===== config.mk =====
export PLATFORM = sky130hd
export DESIGN_NAME = pe_mc_accum
export DESIGN_NICKNAME = d
export VERILOG_FILES = /design/src/rtl/pe_mc_accum.sv
export SDC_FILE = /design/constraint.sdc
export NUM_CORES = 1
export LEC_CHECK = 0
export BUFFER_PORTS_ARGS = -buffer_cell sky130_fd_sc_hd__buf_2
export CORE_MARGIN = 2
export CORE_UTILIZATION = 40
export DETAILED_ROUTE_END_ITERATION = 10
export SYNTH_ARGS = -nofsm -noshare
export SYNTH_HDL_FRONTEND = slang
export SYNTH_SLANG_ARGS = --single-unit

===== constraint.sdc =====
create_clock -name clk -period 24.4 [get_ports clk]
set_input_delay 0 -clock clk [delete_from_list [all_inputs] [get_ports clk]]
set_output_delay 0 -clock clk [all_outputs]
set_load 0.02 [all_outputs]

===== src/rtl/pe_mc_accum.sv =====
// rtl/pe_mc_accum.sv - KxK multiply, pipelined adder tree, multi-channel accumulate with valid/ready.
// Optional build macro PE_RELU_EN clamps negative signed results to zero.
module pe_mc_accum #(
   parameter int PIC_BITS    = 2,
   parameter int WEIGHT_BITS = 3,
   parameter int KERNEL_SIZE = 5,
   parameter int CHANNEL     = 4,
   parameter int SIGNED      = 0,
   parameter int RESULT_BITS = PIC_BITS + WEIGHT_BITS
                               + $clog2(KERNEL_SIZE*KERNEL_SIZE*CHANNEL) + SIGNED
) (
   input  logic                                                clk,
   input  logic                                                rst_n,
   input  logic                                                in_valid,
   output logic                                                in_ready,
   input  logic [KERNEL_SIZE*KERNEL_SIZE-1:0][PIC_BITS-1:0]    pic,
   input  logic [KERNEL_SIZE*KERNEL_SIZE-1:0][WEIGHT_BITS-1:0] weight,
   output logic                                                out_valid,
   input  logic                                                out_ready,
   output logic [RESULT_BITS-1:0]                              result,
   output logic [$clog2(CHANNEL):0]                            ch_idx
);
   localparam int KK = KERNEL_SIZE*KERNEL_SIZE;
   localparam int T  = $clog2(KK);
   localparam int PW = PIC_BITS + WEIGHT_BITS;
   localparam int SW = PW + T;
   localparam int CW = $clog2(CHANNEL) + 1;
   localparam logic [CW-1:0] CH_LAST = CW'(CHANNEL - 1);
   localparam logic SX = (SIGNED != 0);

   function automatic int cnt(input int l);
      return (KK + (1 << l) - 1) >> l;
   endfunction

   logic en, accept;
   logic [KK-1:0][PIC_BITS-1:0]    pic_q;
   logic [KK-1:0][WEIGHT_BITS-1:0] weight_q;
   logic [SW-1:0] tree_d [T+1][KK];
   logic [SW-1:0] tree_q [T+1][KK];
   logic signed [PIC_BITS:0]    p_x;
   logic signed [WEIGHT_BITS:0] w_x;
   logic signed [PW+1:0]        prod;
   // Tag bit s follows stage s: 0 input capture, 1 products, 1+l tree level l.
   logic [T+1:0] v_q, v_d, first_q, first_d, last_q, last_d;
   logic [CW-1:0] ch_idx_q, ch_idx_d;
   logic [RESULT_BITS-1:0] acc_q, acc_d, result_q, result_d;
   logic [RESULT_BITS-1:0] tree_sum, final_sum, load_val;
   logic out_valid_q, out_valid_d;

   assign en        = !(out_valid_q && !out_ready);
   assign in_ready  = en;
   assign accept    = in_valid && en;
   assign out_valid = out_valid_q;
   assign result    = result_q;
   assign ch_idx    = ch_idx_q;

   // Every tree node is kept sign-extended to the final tree width, so sums never truncate.
   always_comb begin
      p_x  = '0;
      w_x  = '0;
      prod = '0;
      for (int l = 0; l <= T; l++)
         for (int i = 0; i < KK; i++)
            tree_d[l][i] = '0;
      for (int i = 0; i < KK; i++) begin
         p_x  = {SX & pic_q[i][PIC_BITS-1], pic_q[i]};
         w_x  = {SX & weight_q[i][WEIGHT_BITS-1], weight_q[i]};
         prod = (PW+2)'(p_x) * (PW+2)'(w_x);
         tree_d[0][i] = SW'(prod);
      end
      for (int l = 1; l <= T; l++)
         for (int i = 0; i < (KK + 1) / 2; i++)
            if (i < cnt(l)) begin
               if (2*i + 1 < cnt(l-1))
                  tree_d[l][i] = tree_q[l-1][2*i] + tree_q[l-1][(2*i + 1) % KK];
               else
                  tree_d[l][i] = tree_q[l-1][2*i];
            end
   end

   assign tree_sum  = SX ? RESULT_BITS'($signed(tree_q[T][0])) : RESULT_BITS'(tree_q[T][0]);
   assign final_sum = first_q[T+1] ? tree_sum : acc_q + tree_sum;

`ifdef PE_RELU_EN
   assign load_val = (SX && final_sum[RESULT_BITS-1]) ? '0 : final_sum;
`else
   assign load_val = final_sum;
`endif

   always_comb begin
      v_d         = v_q;
      first_d     = first_q;
      last_d      = last_q;
      ch_idx_d    = ch_idx_q;
      acc_d       = acc_q;
      result_d    = result_q;
      out_valid_d = out_valid_q;
      if (en) begin
         v_d     = {v_q[T:0], accept};
         first_d = {first_q[T:0], ch_idx_q == '0};
         last_d  = {last_q[T:0], ch_idx_q == CH_LAST};
         if (accept)
            ch_idx_d = (ch_idx_q == CH_LAST) ? '0 : ch_idx_q + 1'b1;
         // en with out_valid set means the downstream took the result this cycle.
         if (out_valid_q)
            out_valid_d = 1'b0;
         if (v_q[T+1]) begin
            acc_d = final_sum;
            if (last_q[T+1]) begin
               result_d    = load_val;
               out_valid_d = 1'b1;
            end
         end
      end
   end

   always_ff @(posedge clk) begin
      if (!rst_n) begin
         v_q         <= '0;
         first_q     <= '0;
         last_q      <= '0;
         ch_idx_q    <= '0;
         acc_q       <= '0;
         result_q    <= '0;
         out_valid_q <= 1'b0;
      end else begin
         v_q         <= v_d;
         first_q     <= first_d;
         last_q      <= last_d;
         ch_idx_q    <= ch_idx_d;
         acc_q       <= acc_d;
         result_q    <= result_d;
         out_valid_q <= out_valid_d;
      end
   end

   always_ff @(posedge clk) begin
      if (en) begin
         pic_q    <= pic;
         weight_q <= weight;
         tree_q   <= tree_d;
      end
   end
endmodule


==> results.toml <==
[global_route]
use_met2_pct = 21.87
grt_pass1_vias = 13048
grt_pass1_wl_mm = 61.21
busiest_layer = "met2"
grtUsageMet1_pct = 16.55
grt_max_degree = 184
antenna_found_initial = 0
grt_usage_pct = 13.01
grt_use_met3_pct = 2.507
grt.overflow.total = 0

[routing]
vias = 12683
wire_per_inst_um = 13.52
vias_per_cell = 4.656
ant_nets = 0
drt_wl_total_mm = 36.83
route.detailed.drc = 0
first_pass_iters = 6
drt-initial-drc-count = 539

[hold_path]
min_path_type = "in -> reg"
min_from = "rst_n"

[logic_synthesis]
synthDistinctLibCells = 53
synth_nets = 1997
yosys_warnings = 0
synth-seq-area-share_pct = 61.85
synth_enable_flop_cells = 431
async_reset_ff_share_pct = 0
synth-main-ff-cell = "edfxtp_1"
synth_area_mm2 = 0.02251
syn_area_per_cell_um2 = 13.92
syn_inst = 1617
ys_seq_elements = 480

[clocking]
postCtsResizedCells = 0
cts_buffer_depth = 3
root_buffer = "clkbuf_16"
cts_inserted_buffers = 53
clkSinkCount = 480
clk_latency_ps = 590
cts_tree = "built"
clk_pin_slew_ps = 60
cts_max_level = 2

[timing]
finalHoldViolCount = 0
setup_viol = 0
fin_skew_ps = 15.41
period_needed_ps = 3077
grt_setup_unrepaired = "false"
fin_crit_sh_pct = 12.61
setup-tns-final_ps = 0
worst_slew_pin_slew_ps = 1019
clock.fmax_mhz = 325.0
slew_headroom_pct = 32.05
holdWs_ps = 38.12
slew_violations = 0

[worst_setup_path]
critPathMostFrequentCell = "buf_4"
cpPeakStageDelay_ps = 830
crit_type = "reg -> out"
arrival_ps = 3080
critPathRequiredTime_ps = 24400
r2r_start = "out_valid"
cp_max_fo = 121
cp-end-kind = "primary output"
cp-start-kind = "flip-flop"
path_cells = "nor2b_1 -> buf_4 -> inv_8 -> buf_4 -> buf_2"
crit_slowest_cell = "buf_4"
crit_start = "out_valid"

[power_and_ir_drop]
power.density_mw_per_mm2 = 90.79
p_leak_nw = 11.90
peakVddDrop_mv = 0.06293
power_mw = 2.475

[finish]
drive_gt1_share_pct = 12.56
final_nets = 2310
syn_to_final_growth_pct = 21.12
final_common_cell = "edfxtp_1"
mostFrequentLayoutCells = "431 x edfxtp_1, 201 x ha_1, 145 x buf_2, 127 x dlygate4sd3_1, 125 x nand2_1"

[place]
place_congestion = 0.7801
dp_hpwl_mm = 24.10
portBuffers = 145

[die]
die_h_um = 241.2
initial_core_util_pct = 40.62
fp.dieArea_mm2 = 0.05819
io_pins = 146
rows = 86
core_mm2 = 0.05542
die_w_um = 241.2

[job]
drv_cap = 0

[status]
outcome = "finished clean"
==> critical path, delay by kind of cell, from the launching register on <==
family        cells  cell delay [ps]
buf+inv           4             1880
simple gates      1              120
flops             1              300
==> layout make-up <==
| cell class | count | area, um2 |
|---|---|---|
| inverter | 110 | 420.4 |
| multi-input combinational | 1009 | 8099 |
| clock inverter | 39 | 402.9 |
| fill | 4706 | 28150 |
| sequential | 480 | 13920 |
| clock buffer | 61 | 1440 |
| tap | 748 | 935.9 |
| antenna | 1 | 2.502 |
| timing repair buffer | 276 | 2039 |
==> registers in the layout, summed over array words and instances (netlist names) <==
name,flops
result,12
pic_q,48
first_q,7
w_x,3
out_valid,1
last_q,7
tree_q,291
p_x,2
acc_q,12
ch_idx,3
v_q,7
weight_q,72
tree_d,15
==> power by group <==
group          switching (mW)  internal (mW)  total [mW]
Clock                   0.330          0.499       0.829
Combinational           0.255          0.260       0.515
Sequential             0.0617           1.07        1.13
Total                   0.646           1.83        2.48
==> layer usage <==
layer / vias up / part of all wire, %
met2: 206 / 48
met3: 73 / 3.9
met4: 0 / 3.0
met5: - / 0
met1: 5977 / 45
li1: 6427 / -
==> through the flow <==
step / instance area [um2] / utilization [%] / std cells / setup WS [ps]
final: 27260 / 49.20 / 2724 / 21320
after global routing: 27260 / 49.19 / 2723 / 21070
after CTS: 27260 / 49.19 / 2723 / 21250
after detailed placement: 24150 / 43.57 / 2496 / 21650
after global placement: 24150 / 43.57 / 2496 / 21680
after floorplan: 22510 / - / 1617 / 10520
==> path summary, 6_finish.rpt <==
path / cells after the start / end / slack (ps)
min: 3 / ch_idx[2] / 40
max: 5 / in_ready / 21320
min reg2reg: 0 / tree_d[931] / 410
max reg2reg: 8 / result[9] / 21680
==> cells in the mapped netlist, types with 2 or more instances <==
library cell  count  area, um2
edfxtp_1        431      12940
ha_1            201       2515
nand2_1         125      469.2
inv_1           109      409.1
a21oi_1         108      540.5
and2_1           92      575.6
xnor2_1          77      674.4
nor2_1           64      240.2
fa_1             50       1001
dfxtp_1          49      980.9
o21ai_0          45      225.2
a21o_1           43      322.8
xor2_1           42      367.9
nor2b_1          33      206.5
nand2b_1         22      137.6
a21boi_0         21      157.7
o21a_1           13      97.59
clkbuf_1         12      45.04
o21bai_1         11      82.58
nand3_1           8      40.04
o211ai_1          6      45.04
buf_2             5      25.02
mux2i_1           5      50.05
a31oi_1           4      25.02
o211a_1           4      40.04
and3_1            3      18.77
or2_2             3      18.77
a311o_1           2      20.02
nand4_1           2      12.51
nor3_1            2      10.01
o31ai_1           2      15.01
o41ai_1           2      17.52
==> cell families after synthesis <==
kind of cell	synth area share [%]
compound gates	7.537
simple gates	7.921
buf+inv	2.168
flops	61.85
xor+xnor	4.630
mux	0.2724
fa+ha+maj	15.62
==> timing repair <==
action,CTS,global route
endpoints found under the hold margin,149,0
setup buffers,0,0
hold buffers,127,0
Power figures use the tool's default switching activity.
